`src/rtl/alu_sequencer_pkg.sv`:
```
// Shared constants and types for the ALU program sequencer and the frame controller.
package alu_sequencer_pkg;
  localparam int PROG_ADDR_BITS = 7;
  localparam int PROG_SIZE      = 100;
  localparam int SERIAL_CYCLES  = 4;
  localparam int NUM_ALU_REGS   = 7;
  localparam int HALT_BIT       = 6;
  localparam int TAG_BITS       = 3;
  localparam int PHASE_BITS     = $clog2(SERIAL_CYCLES);

  typedef enum logic {
    SEQ_IDLE = 1'b0,
    SEQ_RUN  = 1'b1
  } seq_state_t;

  typedef logic [TAG_BITS-1:0] tag_t;

  // Tag codes carried in the ROM and decoded by the frame/pixel controller.
  localparam tag_t TAG_NONE       = 3'd0;
  localparam tag_t TAG_ROW_END    = 3'd1;
  localparam tag_t TAG_PIX_LOAD   = 3'd2;
  localparam tag_t TAG_PIX_STORE  = 3'd3;
  localparam tag_t TAG_ACC_CLEAR  = 3'd4;
  localparam tag_t TAG_FRAME_SYNC = 3'd5;
  localparam tag_t TAG_FLUSH      = 3'd6;

  function automatic logic is_last_addr(input logic [PROG_ADDR_BITS-1:0] a);
    return a == PROG_ADDR_BITS'(PROG_SIZE - 1);
  endfunction
endpackage

```
`src/rtl/alu_sequencer_if.sv`:
```
// Sequencer <-> ROM / frame controller signal bundle.
interface alu_sequencer_if;
  import alu_sequencer_pkg::*;

  logic                      start;
  logic                      abort;
  logic                      stall;
  logic [NUM_ALU_REGS-1:0]   dmask_in;
  logic [TAG_BITS-1:0]       tag_in;
  logic [PROG_ADDR_BITS-1:0] addr;
  logic [PHASE_BITS-1:0]     phase;
  logic                      first_phase;
  logic                      last_phase;
  logic                      busy;
  logic                      done;
  logic                      tag_strobe;
  logic [TAG_BITS-1:0]       tag_out;

  modport master (
    output start, abort, stall, dmask_in, tag_in,
    input  addr, phase, first_phase, last_phase, busy, done, tag_strobe, tag_out
  );

  modport slave (
    input  start, abort, stall, dmask_in, tag_in,
    output addr, phase, first_phase, last_phase, busy, done, tag_strobe, tag_out
  );
endinterface

```
`src/rtl/alu_phase_counter.sv`:
```
// Modulo-MODULUS phase counter; wraps at MODULUS-1 rather than at a power of two.
module alu_phase_counter #(
  parameter int MODULUS = 4,
  parameter int WIDTH   = 2
) (
  input  logic             i_clk,
  input  logic             i_reset,
  input  logic             i_clear,
  input  logic             i_en,
  output logic [WIDTH-1:0] o_phase,
  output logic             o_last
);
  logic [WIDTH-1:0] r_phase;
  logic             w_last;

  assign w_last  = (r_phase == WIDTH'(MODULUS - 1));
  assign o_phase = r_phase;
  assign o_last  = w_last;

  always_ff @(posedge i_clk) begin
    if (i_reset || i_clear) begin
      r_phase <= '0;
    end else if (i_en) begin
      r_phase <= w_last ? '0 : r_phase + WIDTH'(1);
    end
  end
endmodule

```
`src/rtl/alu_sequencer.sv`:
```
// ALU microprogram sequencer: ROM address generation, bit-serial phase timing,
// halt detection and tag/done event reporting.
module alu_sequencer
  import alu_sequencer_pkg::*;
(
  input  logic            i_clk,
  input  logic            i_reset,
  alu_sequencer_if.slave  bus
);
  seq_state_t                r_state;
  logic [PROG_ADDR_BITS-1:0] r_addr;
  logic                      r_done;
  logic                      r_tag_strobe;
  tag_t                      r_tag_out;

  logic                      w_busy;
  logic                      w_last;
  logic [PHASE_BITS-1:0]     w_phase;
  logic                      w_retire;
  logic                      w_halt;

  assign w_busy   = (r_state == SEQ_RUN);
  // Abort outranks retire, so a halt instruction being aborted reports nothing.
  assign w_retire = w_busy && w_last && !bus.stall && !bus.abort;
  assign w_halt   = bus.dmask_in[HALT_BIT] || is_last_addr(r_addr);

  alu_phase_counter #(
    .MODULUS (SERIAL_CYCLES),
    .WIDTH   (PHASE_BITS)
  ) u_phase (
    .i_clk   (i_clk),
    .i_reset (i_reset),
    .i_clear (bus.abort || !w_busy),
    .i_en    (w_busy && !bus.stall),
    .o_phase (w_phase),
    .o_last  (w_last)
  );

  always_ff @(posedge i_clk) begin
    if (i_reset) begin
      r_state      <= SEQ_IDLE;
      r_addr       <= '0;
      r_done       <= 1'b0;
      r_tag_strobe <= 1'b0;
      r_tag_out    <= TAG_NONE;
    end else begin
      r_done       <= 1'b0;
      r_tag_strobe <= 1'b0;
      if (bus.abort) begin
        r_state <= SEQ_IDLE;
        r_addr  <= '0;
      end else begin
        case (r_state)
          SEQ_IDLE: begin
            r_addr <= '0;
            if (bus.start) r_state <= SEQ_RUN;
          end
          SEQ_RUN: begin
            if (w_retire) begin
              if (bus.tag_in != TAG_NONE) begin
                r_tag_strobe <= 1'b1;
                r_tag_out    <= bus.tag_in;
              end
              if (w_halt) begin
                r_state <= SEQ_IDLE;
                r_addr  <= '0;
                r_done  <= 1'b1;
              end else begin
                r_addr <= r_addr + PROG_ADDR_BITS'(1);
              end
            end
          end
          default: begin
            r_state <= SEQ_IDLE;
            r_addr  <= '0;
          end
        endcase
      end
    end
  end

  assign bus.addr        = r_addr;
  assign bus.phase       = w_phase;
  assign bus.first_phase = w_busy && (w_phase == '0);
  assign bus.last_phase  = w_busy && w_last;
  assign bus.busy        = w_busy;
  assign bus.done        = r_done;
  assign bus.tag_strobe  = r_tag_strobe;
  assign bus.tag_out     = r_tag_out;
endmodule

```
`src/flat_wrapper.sv`:
```
// flat-port wrapper written by rule: the top's interface ports become plain ports
module alu_sequencer_flat import alu_sequencer_pkg::*;
  (i_clk, i_reset, bus_start, bus_abort, bus_stall, bus_dmask_in, bus_tag_in, bus_addr, bus_phase, bus_first_phase, bus_last_phase, bus_busy, bus_done, bus_tag_strobe, bus_tag_out);
  alu_sequencer_if bus_i ();
  input  logic i_clk;
  input  logic i_reset;
  input wire logic [$bits(bus_i.start)-1:0] bus_start;
  input wire logic [$bits(bus_i.abort)-1:0] bus_abort;
  input wire logic [$bits(bus_i.stall)-1:0] bus_stall;
  input wire logic [$bits(bus_i.dmask_in)-1:0] bus_dmask_in;
  input wire logic [$bits(bus_i.tag_in)-1:0] bus_tag_in;
  output wire logic [$bits(bus_i.addr)-1:0] bus_addr;
  output wire logic [$bits(bus_i.phase)-1:0] bus_phase;
  output wire logic [$bits(bus_i.first_phase)-1:0] bus_first_phase;
  output wire logic [$bits(bus_i.last_phase)-1:0] bus_last_phase;
  output wire logic [$bits(bus_i.busy)-1:0] bus_busy;
  output wire logic [$bits(bus_i.done)-1:0] bus_done;
  output wire logic [$bits(bus_i.tag_strobe)-1:0] bus_tag_strobe;
  output wire logic [$bits(bus_i.tag_out)-1:0] bus_tag_out;
  assign bus_i.start = bus_start;
  assign bus_i.abort = bus_abort;
  assign bus_i.stall = bus_stall;
  assign bus_i.dmask_in = bus_dmask_in;
  assign bus_i.tag_in = bus_tag_in;
  assign bus_addr = bus_i.addr;
  assign bus_phase = bus_i.phase;
  assign bus_first_phase = bus_i.first_phase;
  assign bus_last_phase = bus_i.last_phase;
  assign bus_busy = bus_i.busy;
  assign bus_done = bus_i.done;
  assign bus_tag_strobe = bus_i.tag_strobe;
  assign bus_tag_out = bus_i.tag_out;
  alu_sequencer u_core (.i_clk(i_clk), .i_reset(i_reset), .bus(bus_i));
endmodule
```
`config.mk`:
```
export PLATFORM = sky130hd
export DESIGN_NAME = alu_sequencer_flat
export DESIGN_NICKNAME = d
export VERILOG_FILES = /design/src/rtl/alu_sequencer_pkg.sv /design/src/rtl/alu_sequencer_if.sv /design/src/rtl/alu_phase_counter.sv /design/src/rtl/alu_sequencer.sv /design/src/flat_wrapper.sv
export SDC_FILE = /design/constraint.sdc
export NUM_CORES = 1
export LEC_CHECK = 0
export BUFFER_PORTS_ARGS = -buffer_cell sky130_fd_sc_hd__buf_2
export CORE_MARGIN = 1.5
export CORE_UTILIZATION = 40
export DETAILED_ROUTE_END_ITERATION = 8
export PLACE_DENSITY = 0.79
export REMOVE_ABC_BUFFERS = 1
export SLEW_MARGIN = 20
export SYNTH_ARGS = -nofsm -noshare
export SYNTH_HDL_FRONTEND = slang
export SYNTH_SLANG_ARGS = --single-unit
```
`constraint.sdc`:
```
create_clock -name i_clk -period 2.6 [get_ports i_clk]
set_clock_uncertainty 0.1 [all_clocks]
set_input_delay 0.13 -clock i_clk [delete_from_list [all_inputs] [get_ports i_clk]]
set_output_delay 0.13 -clock i_clk [all_outputs]
set_load 0.02 [all_outputs]
```
# Word level (Yosys, flattened, before mapping)
# Cells that the tools add are included.
classes:
  n_addsub: 2
  n_eq_ne: 3
  n_mux: 10
  bitwise: 3
  n_reduce_logical: 16
op_table:
  columns: ["operator", "n"]
  rows:
  - ["$mux 7", 2]
  - ["$pmux 7 s2", 1]
  - ["$add 7x1->7 const B", 1]
  - ["$eq 7x7->1 const B", 1]
  - ["$logic_and 1x1->1", 5]
  - ["$mux 1", 5]
  - ["$reduce_and 4->1", 1]
  - ["$reduce_or 4->1", 1]
  - ["$logic_not 1->1", 3]
  - ["$logic_or 1x1->1", 3]
  - ["$not 1->1", 3]
  - ["$reduce_bool 3->1", 1]
  - ["$add 2x1->2 const B", 1]
  - ["$eq 2x2->1 const B", 1]
  - ["$logic_not 2->1", 1]
  - ["$mux 2", 1]
  - ["$ne 2x2->1 const B", 1]
  - ["$pmux 1 s2", 1]
  - ["$reduce_or 2->1", 1]
totals:
  register_bits: 15
  inputBits: 15
  output_inout_bits: 17
  elab_cells: 40

# Depth between registers and ports, before layout
# Gate-level depths: netlist of run 1.
depth:
  depth_word: 6
  mapped_depth: 6
  ltp_nobuf: 5

# Hierarchy
# A second synthesis of run 1 with hierarchy kept.
hier_totals:
  cells_unflattened: 83
  area_unflattened_um2: 742.0
modules_own_cells:
  columns: ["mod", "n_inst", "cells_each", "area_per_inst_um2", "seq_area_each_um2"]
  rows:
  - ["alu_sequencer", 1, 75, 646.9, 260.2]
  - ["alu_phase_counter", 1, 8, 95.1, 40.0]

# Worst setup path before layout of run 1
# OpenSTA, ideal clock, no wires.
synth_timing:
  path_kind: "flip-flop to flip-flop"
  startpoint: "register u_core.u_phase.r_phase[0], in the netlist u_core.u_phase.o_phase[0]"
  endpoint: "register u_core.r_addr[6], in the netlist u_core.bus.addr[6]"
  arrival_ns: 1.738
  required_ns: 2.373
  slack_ns: 0.635
  path_stages_with_launch: 7
  synth_period_minus_slack_ns: 1.965
  cell_sequence: "dfxtp_1 -> ha_1 -> or3b_1 -> buf_6 -> a2111oi_4 -> xnor2_1 -> nor2_2"
synth_via:
  elab_chain_cells: 5
synth_lines:
  columns: ["item", "line", "rtl"]
  rows:
  - ["from (decl)", "alu_phase_counter.sv:13", "logic [WIDTH-1:0] r_phase;"]
  - ["from (signal assigned)", "alu_phase_counter.sv:24", "r_phase <= w_last ? '0 : r_phase + WIDTH'(1);"]
  - ["$eq 2x2->1", "alu_phase_counter.sv:16", "assign w_last = (r_phase == WIDTH'(MODULUS - 1));"]
  - ["$logic_and 1x1->1 (3 in series)", "alu_sequencer.sv:24", "assign w_retire = w_busy && w_last && !bus.stall && !bus.abort;"]
  - ["$ne 2x2->1 (no line)", null, null]
  - ["to (signal assigned)", "alu_sequencer.sv:69", "r_addr <= r_addr + PROG_ADDR_BITS'(1);"]
  - ["to (decl)", "alu_sequencer.sv:11", "logic [PROG_ADDR_BITS-1:0] r_addr;"]
# No other way between the ends.
# A chain may end at the register's enable or synchronous reset.

# Worst setup path after layout of run 1
layout_timing:
  startpoint: "register u_core.u_phase.r_phase[0], in the netlist u_core.u_phase.o_phase[0]"
  endpoint: "register u_core.r_state, in the netlist u_core.bus.busy"
layout_via:
  elab_chain_cells: 6
layout_lines:
  columns: ["item", "line", "rtl"]
  rows:
  - ["$eq 2x2->1", "alu_phase_counter.sv:16", null]
  - ["$logic_and 1x1->1 (3 in series)", "alu_sequencer.sv:24", null]
  - ["$mux 1", "alu_sequencer.sv:59", "if (w_retire) begin"]
  - ["$pmux 1 s2", "alu_sequencer.sv:53", "case (r_state)"]
  - ["to (signal assigned)", "alu_sequencer.sv:50", "r_state <= SEQ_IDLE;"]
  - ["to (signal assigned)", "alu_sequencer.sv:56", "if (bus.start) r_state <= SEQ_RUN;"]
  - ["to (signal assigned)", "alu_sequencer.sv:65", "r_state <= SEQ_IDLE;"]
  - ["to (decl)", "alu_sequencer.sv:10", "seq_state_t r_state;"]
# No other way between the ends.

==> flow_summary.ini, run 1 <==
[cts]
cts_tree = yes
clock_sinks = 15
holdBufCountCts = 3
clkTransAtPathRegs_ps = 80
clock_latency_ps = 280
cts_max_level = 1
cts_buffers = 3
cts.path.max_buffers = 2
cts_setup_buffers = 0
cts_resized = 0
root_buffer = clkbuf_4

[worst_setup_path]
cp.arrival_ps = 2410
cp_data_required_time_ps = 2670
crit_fanout = 6
end_kind = flip-flop
cp-start-kind = flip-flop
path_class = reg2reg

[layout]
fin_util = 0.567
layout.nets = 131
drive_above_1_share = 0.268
area_growth_pct = 27.0
multi_input_area_sq_um = 378
fin_area_sq_um = 895
fillers = 149
seq_area_sq_um = 300
diodes = 0

[sta]
setup_violations = 0
fmax_ghz = 0.426
grt_setup_unrepaired = no
slew-limit-headroom = 0.657
fin_setup_tns_ps = 0
post-route-period-util = 0.902
fin_crit_ps = 2340
tightest_slew_ps = 513
hold_viol_final = 0
slew_violations = 0
setup_ws_ps = 255

[grt]
grt_use_total = 0.157
grt_pass1_wl_um = 2310
antenna_found_initial = 0
grt-ovfl-total = 0
grt_max_degree = 10
grt_pass1_vias = 545

[power_and_ir_drop]
swShare = 0.221
internal_power_w = 0.000303
p_per_area_nw_per_um2 = 435
p_clk_frac = 0.327
power.leakage_nw = 0.367
combPwrFrac = 0.072
power.switching_w = 0.0000861
p_seq_frac = 0.601
vdd_drop_max_v = 0.000194

[logic_synthesis]
synth-edff-count = 0
yosysTopAreaCell = dfxtp_1
synth_cells = 81
avgSynthCellArea_sq_um = 8.70
synth_area_leaders = dfxtp_1, xnor2_1, nor2_1
yosysSeqAreaShare = 0.426
synthArstFlopShare = 0
ys_ff_latch = 15
ys_types = 24
synth_flop_cell = dfxtp_1
synth_warnings = 0
syn_area_sq_um = 704
synth_top_cell_area_share = 0.426

[die]
num_rows = 14
io_pins = 32
core_region_area_sq_um = 1580
die-area_sq_um = 2020
die_w_um = 45.0
die_y_um = 45.0
initial_core_util = 0.447

[route]
drc_errors = 0
dr.pass1.iters = 4
drtIter0Drc = 7
wl_per_cell_um = 11.3
viasPerCell = 5.05
vias = 646
totalWireLength_um = 1450
antenna_left = 0

[flow_run]
cap_viol_max_count = 0

[placement]
dp_hpwl_um = 1100
portBuffers = 25
place_area_sq_um = 838
gp_congestion = 0.790
preCtsSetupSlack_ps = 676

[outcome]
status = finished, final reports clean

[hold_path]
min_path_type = in2reg
[per-layer routing]
metal  vias up  track usage  wire length (um)
met5         -            0                 0
met4         0       0.0353                 0
met3         0       0.0600                75
met2        14        0.254               711
met1       288        0.197               664
li1        344            -                 -
[Yosys cell counts, types with 2 or more instances]
master,number
nor2_1,11
xnor2_1,5
and2_1,3
nand2_1,9
dfxtp_1,15
ha_1,3
inv_1,4
o21ai_1,3
a31oi_1,2
nand3_1,3
a21oi_1,7
nor3_1,4
[critical path: stages (launching register included)]
cell and delay (ps):
dfxtp_1 390, ha_1 220, and2_1 170, nand2_1 140
o21bai_1 480, o41ai_1 150, dlygate4sd3_1 580
[cell families (layout without fill, tap and decap cells)]
logic type,after synthesis,after routing,share of synthesized area
flops,15,15,0.426
simple gates,36,36,0.245
mux,1,1,0.0142
fa+ha+maj,3,3,0.0533
compound gates,16,16,0.162
buf+inv,5,36,0.0373
xor+xnor,5,5,0.0622
[layout make-up]
cell class,instances,area share
multi-input cells,61,0.422
flip-flops and latches,15,0.336
repair buffers,28,0.173
clock buffers,4,0.0294
well taps,16,0.0224
inverters,4,0.0168
[worst paths after layout]
path | to | from | cells after the start | slack (ps)
worst min-delay path | u_core.bus.tag_out[0] | bus_tag_in[0] | 3 | 20
worst max register to register | u_core.bus.busy | u_core.u_phase.o_phase[0] | 6 | 260
worst max-delay path | u_core.bus.busy | u_core.u_phase.o_phase[0] | 6 | 260
worst min register to register | u_core.bus.tag_out[2] | u_core.bus.tag_out[2] | 2 | 390
[layout by cell type, fill, tap and decap left out, types with 2 or more instances in the layout]
master | Yosys | final
dfxtp_1 | 15 | 15
nor2_1 | 11 | 11
inv_1 | 4 | 4
a21oi_1 | 7 | 7
ha_1 | 3 | 3
nor3_1 | 4 | 4
nand3_1 | 3 | 3
buf_2 | 0 | 25
and2_1 | 3 | 3
xnor2_1 | 5 | 5
dlygate4sd3_1 | 0 | 3
a31oi_1 | 2 | 2
nand2_1 | 9 | 9
clkbuf_4 | 0 | 3
o21ai_1 | 3 | 3
[metrics by stage]
step | power (W) | hold WS, ps | std cells
final | 0.000389 | 20.4 | 128
after global placement | 0.000262 | 263 | 121
after detailed placement | 0.000263 | 274 | 121
after global routing | 0.000409 | 19.9 | 128
after floorplan | 0.000248 | 99.1 | 80
after CTS | 0.000398 | 4.83 | 128
[sequential cells by signal (all words and copies together), names as in the netlist]
register and cells:
u_core.bus.busy 1, u_core.u_phase.o_phase 2, u_core.bus.addr 7, u_core.bus.tag_strobe 1, u_core.bus.tag_out 3, u_core.bus.done 1
[power groups by stage]
stage	Clock, W	Combinational (W)	Sequential [W]
final	0.000127	0.0000281	0.000234
after global routing	0.000144	0.0000306	0.000234
after CTS	0.000136	0.0000279	0.000233
after detailed placement	0	0.0000244	0.000239
after global placement	0	0.0000235	0.000239
after floorplan	0	0.00000881	0.000240
Note: power is estimated with default switching activity, not from simulation.
==> run 2: changes to the inputs <==
--- a/config.mk
+++ b/config.mk
@@ -9,9 +9,10 @@
 export CORE_MARGIN = 1.5
 export CORE_UTILIZATION = 40
 export DETAILED_ROUTE_END_ITERATION = 8
-export PLACE_DENSITY = 0.79
+export PLACE_DENSITY = 0.78
 export REMOVE_ABC_BUFFERS = 1
 export SLEW_MARGIN = 20
 export SYNTH_ARGS = -nofsm -noshare
 export SYNTH_HDL_FRONTEND = slang
+export SYNTH_HIERARCHICAL = 1
 export SYNTH_SLANG_ARGS = --single-unit
==> run 2 against run 1 <==
Net effect: largest cell class unchanged; routed wire length increased by 16%; non-clock buffer count decreased by 1; combinational power decreased by 1%; critical path depth decreased by 1.
==> flow_summary.ini, run 2 <==
[route]
antenna_left = 0
vias = 726
viasPerCell = 5.30
dr.pass1.iters = 4
drc_errors = 0
totalWireLength_um = 1680
wl_per_cell_um = 12.3
drtIter0Drc = 16

[grt]
antenna_found_initial = 0
grt_pass1_vias = 616
grt_use_total = 0.167
grt-ovfl-total = 0
grt_max_degree = 11
grt_pass1_wl_um = 2530

[placement]
gp_congestion = 0.776
dp_hpwl_um = 1250
dp.cells = 132
portBuffers = 25

[power_and_ir_drop]
power.switching_w = 0.0000891
combPwrFrac = 0.071
internal_power_w = 0.000302
vdd_drop_max_v = 0.000216
power.total_w = 0.000391
p_clk_frac = 0.335
power.leakage_nw = 0.358
p_seq_frac = 0.594
swShare = 0.228
p_per_area_nw_per_um2 = 421

[die]
io_pins = 32
die-area_sq_um = 2120
initial_core_util = 0.430
die_y_um = 46.1
die_w_um = 46.1
core_region_area_sq_um = 1730
num_rows = 15

[logic_synthesis]
syn_area_sq_um = 742
synthArstFlopShare = 0
synth_top_cell_area_share = 0.405
yosysSeqAreaShare = 0.405
ys_ff_latch = 15
synth_area_leaders = dfxtp_1, a31oi_1, a21oi_1
avgSynthCellArea_sq_um = 8.94
synth_flop_cell = dfxtp_1
synth-edff-count = 0
ys_types = 33
yosys.cell_count.top_type = dfxtp_1
synth_cells = 83
synth_warnings = 6
yosysTopAreaCell = dfxtp_1
synth_commonest_cells = dfxtp_1, a31oi_1, nand2_1, nor2_1, a21oi_1

[layout]
multi_input_area_sq_um = 419
drive_above_1_share = 0.313
seq_area_sq_um = 300
mostFrequentLayoutCells = buf_2, dfxtp_1, a31oi_1, nand2_1, nor2_1
instances_no_fill = 137
layout.nets = 130
area_growth_pct = 25.0
mostFrequentLayoutCell = buf_2
diodes = 0
fillers = 176
largest_reg_flops = 7

[sta]
slew_violations = 0
hold_viol_final = 0
setup_violations = 0
tightest_slew_ps = 450
slew-limit-headroom = 0.700
grt_setup_unrepaired = no
post-route-period-util = 0.703
fin_crit_ps = 1830
fmax_ghz = 0.547
fin_setup_tns_ps = 0

[worst_setup_path]
max_stage_delay_ps = 400
critPathLaunch = u_core/u_phase/o_phase[0]
endpoint = u_core/bus.addr[3]
cp_data_required_time_ps = 2680
cp.arrival_ps = 1910
timing.reg2reg.setup_slack_ps = 770
cpMaxStageDelayCell = dfxtp_1
r2r_cells = 5
crit_fanout = 10
r2r_end = u_core/bus.addr[3]
end_kind = flip-flop
path_class = reg2reg
cp-start-kind = flip-flop
r2r_start = u_core/u_phase/o_phase[0]
path_cells = ha_1, nand2b_1, nor2_2, nand3_2, a2111oi_2

[cts]
cts_resized = 0
cts.path.max_buffers = 2
cts_tree = yes
cts_max_level = 1
cts_setup_buffers = 0
holdBufCountCts = 1
clock_latency_ps = 280
clkTransAtPathRegs_ps = 80
cts_buffers = 3
clock_sinks = 15
root_buffer = clkbuf_4

[hold_path]
min_path_type = in2reg

[outcome]
status = finished, final reports clean

[flow_run]
cap_viol_max_count = 0
-- run 2: changes by cell type in the layout (fill, tap and decap cells not counted), sizes merged, moves of 3 or more --
cell	delta
nand2b	+4
nor2	-4
a31oi	+4
xnor2	-4
o21ai	+3
nand2	-3
-- run 2: routing by layer --
metal / track usage / part of all wire / vias to the layer above
met5: 0 / 0 / -
met4: 0.103 / 0.016 / 0
met3: 0.0235 / 0.039 / 4
met2: 0.286 / 0.51 / 25
met1: 0.194 / 0.43 / 333
li1: - / - / 364
-- run 2: cell families after synthesis --
kind of cell,after synthesis,share of synthesized area
simple gates,37,0.297
mux,1,0.0135
compound gates,23,0.209
xor+xnor,1,0.0118
buf+inv,4,0.0304
fa+ha+maj,2,0.0337
flops,15,0.405
-- run 2: stage by stage --
stage               worst slack, ps  hold slack (ps)  area (sq um)  utilization
floorplan                       637             94.6           727            -
global placement                855              293           891        0.516
detailed placement              794              297           891        0.516
CTS                             762             3.10           927        0.537
global route                    601             3.78           927        0.537
finish                          772             3.43           927        0.537
-- run 2: critical path: cells and delay by family (launching register included) --
kind,cells,cell delay (ps)
and+or+nand+nor,3,660
DFF,1,400
AOI/OAI and AO/OA,1,350
adders and majority gates,1,210
-- run 2: cell type report --
class | count | area share
Clock buffer | 4 | 0.0283
Sequential cell | 15 | 0.324
Inverter | 2 | 0.00810
Multi-Input combinational cell | 64 | 0.452
Tap cell | 25 | 0.0337
Timing Repair Buffer | 27 | 0.154
-- run 2: worst min-delay path by stage --
stage	from	to	slack, ps	cells after the start
5_1_grt	bus_abort	u_core/bus.addr[3]	4	2
4_1_cts	bus_abort	u_core/bus.addr[3]	3	2
3_5_place_dp	bus_abort	u_core/bus.addr[3]	300	2
6_report	bus_abort	u_core/bus.addr[3]	3	2
2_1_floorplan	i_reset	u_core/u_phase/o_phase[0]	90	1
3_3_place_gp	bus_tag_in[1]	u_core/bus.tag_strobe	290	2
-- run 2: power groups by stage --
stage / Sequential, W / Combinational (W) / Clock (W)
6_report: 0.000232 / 0.0000277 / 0.000131
5_1_grt: 0.000232 / 0.0000301 / 0.000143
4_1_cts: 0.000232 / 0.0000275 / 0.000137
3_5_place_dp: 0.000237 / 0.0000261 / 0
3_3_place_gp: 0.000237 / 0.0000256 / 0
2_1_floorplan: 0.000238 / 0.0000101 / 0
==> run 3: changes to the inputs <==
--- a/config.mk
+++ b/config.mk
@@ -9,7 +9,7 @@
 export CORE_MARGIN = 1.5
 export CORE_UTILIZATION = 40
 export DETAILED_ROUTE_END_ITERATION = 8
-export PLACE_DENSITY = 0.78
+export PLACE_DENSITY = 0.81
 export REMOVE_ABC_BUFFERS = 1
 export SLEW_MARGIN = 20
 export SYNTH_ARGS = -nofsm -noshare
==> constraint.sdc (replaced) <==
create_clock -name i_clk -period 1.56 [get_ports i_clk]
set_clock_uncertainty 0.1 [all_clocks]
set_input_delay 0.078 -clock i_clk [delete_from_list [all_inputs] [get_ports i_clk]]
set_output_delay 0.078 -clock i_clk [all_outputs]
set_load 0.02 [all_outputs]
==> run 3 against run 2 <==
Net effect: final area rose by 26%; hold slack better by 29 ps; clock-buffer cell count is 1 lower; sequential share of layout area down 6.3 points; critical path type unchanged; critical path depth up 1; combinational power increased to 2.6 times the previous value; register-to-register slack got worse by 710 ps; clock power increased by 75%; maximum frequency increased by 22%.
==> flow_summary.ini, run 3 (synthesized netlist as in run 2, its figures left out) <==
[layout]
fillers = 162
layout.nets = 152
seq_area_sq_um = 304
mostFrequentLayoutCells = buf_2, buf_4, dfxtp_1
fin_util = 0.675
largest_reg_flops = 7
multi_input_area_sq_um = 462
drive_above_1_share = 0.455
diodes = 0
area_growth_pct = 57.2
mostFrequentLayoutCell = buf_2

[die]
io_pins = 32
core_region_area_sq_um = 1730
die-area_sq_um = 2120
die_w_um = 46.1
die_y_um = 46.1
initial_core_util = 0.430
num_rows = 15

[worst_setup_path]
cp_data_required_time_ps = 1640
cpMaxStageDelayCell = dfxtp_2
cp-start-kind = flip-flop
max_stage_delay_ps = 350
path_cells = nor4b_4, a31oi_4, buf_4, buf_4, a31oi_1, a31oi_1
end_kind = flip-flop
path_class = reg2reg
crit_fanout = 6
cp.arrival_ps = 1570

[placement]
dp_hpwl_um = 1470
preCtsSetupSlack_ps = -18.1
gp_congestion = 0.851
portBuffers = 25

[hold_path]
min_path_type = in2reg

[sta]
fmax_ghz = 0.668
setup_violations = 0
tightest_slew_ps = 293
slew-limit-headroom = 0.805
fin_crit_ps = 1500
hold_viol_final = 0
post-route-period-util = 0.960
setup_ws_ps = 62.6
slew_violations = 0

[grt]
grt_use_total = 0.199
grt-ovfl-total = 0
grt_max_degree = 10
grt_pass1_vias = 742
antenna_found_initial = 0
grt_pass1_wl_um = 3060

[route]
dr.pass1.iters = 4
drtIter0Drc = 22
wl_per_cell_um = 12.8
antenna_left = 0
totalWireLength_um = 2040
drc_errors = 0
viasPerCell = 5.11
vias = 812

[cts]
clock_latency_ps = 280
cts_buffers = 3
cts_max_level = 1
clkTransAtPathRegs_ps = 100
clock_sinks = 15
cts_tree = yes
root_buffer = clkbuf_4
cts.path.max_buffers = 2

[power_and_ir_drop]
power.leakage_nw = 0.496
p_per_area_nw_per_um2 = 589
vdd_drop_max_v = 0.000386
power.total_w = 0.000687

[flow_run]
cap_viol_max_count = 0

[outcome]
status = finished, final reports clean
[run 3: changes by cell type in the layout (fill, tap and decap cells not counted), sizes merged]
cell,previous run,this run
buf,26,43
dlymetal6s4s,0,2
dlygate4sd3,1,4
clkbuf,4,3
clkinv,0,1
[run 3: area by class of cell]
type	count	share of cell area
Clock buffer	3	0.0193
Timing Repair Buffer	49	0.286
Tap cell	25	0.0268
Sequential cell	15	0.261
Inverter	2	0.00644
Clock inverter	1	0.00429
Multi-Input combinational cell	64	0.396
[run 3: path summary, 6_finish.rpt]
| path | start | slack (ps) | cells after the start | to |
|---|---|---|---|---|
| worst max-delay path | u_core/bus.addr[2] | 60 | 6 | u_core/bus.addr[6] |
| worst min-delay path | bus_dmask_in[6] | 30 | 3 | u_core/bus.done |
| worst max register to register | u_core/bus.addr[2] | 60 | 6 | u_core/bus.addr[6] |
| worst min register to register | u_core/bus.tag_out[2] | 390 | 2 | u_core/bus.tag_out[2] |
[run 3: metal layers]
metal | track usage | vias up | wire length (um)
met3 | 0.0235 | 2 | 77
met5 | 0 | - | 0
met2 | 0.342 | 23 | 994
met4 | 0.0686 | 0 | 4
li1 | - | 411 | -
met1 | 0.254 | 376 | 962
[run 3: worst max-delay path: cells and delay by family (launching register included)]
family / cells / cell delay [ps]
DFF: 1 / 350
and+or+nand+nor: 1 / 320
AOI/OAI and AO/OA: 3 / 330
buffers and inverters: 2 / 310
[run 3: repair_timing]
action                                  4_1_cts  5_1_grt
pin swaps                                     0        7
hold buffers                                  6        0
setup buffers                                 0        4
hold endpoints to repair                      7        0
endpoints found under the setup margin        2        4
resized for setup                             2       13
[run 3: where the power goes]
| part | switching, W | internal, W | total (W) | leakage (nW) |
|---|---|---|---|---|
| Combinational | 0.0000325 | 0.0000392 | 0.0000717 | 0.356 |
| Sequential | 0.00000220 | 0.000384 | 0.000386 | 0.122 |
| Clock | 0.000134 | 0.0000950 | 0.000229 | 0.0177 |
| Total | 0.000169 | 0.000518 | 0.000687 | 0.496 |
[run 3: through the flow]
step                      hold slack, ps  area [sq um]  instances  setup TNS, ps
after detailed placement             234           996        146          -18.1
final                               32.1          1170        159              0
after floorplan                     42.6           727         81          -1210
after global placement               242           996        146              0
after global routing                29.2          1170        159          -17.3
after CTS                           38.0          1100        156              0
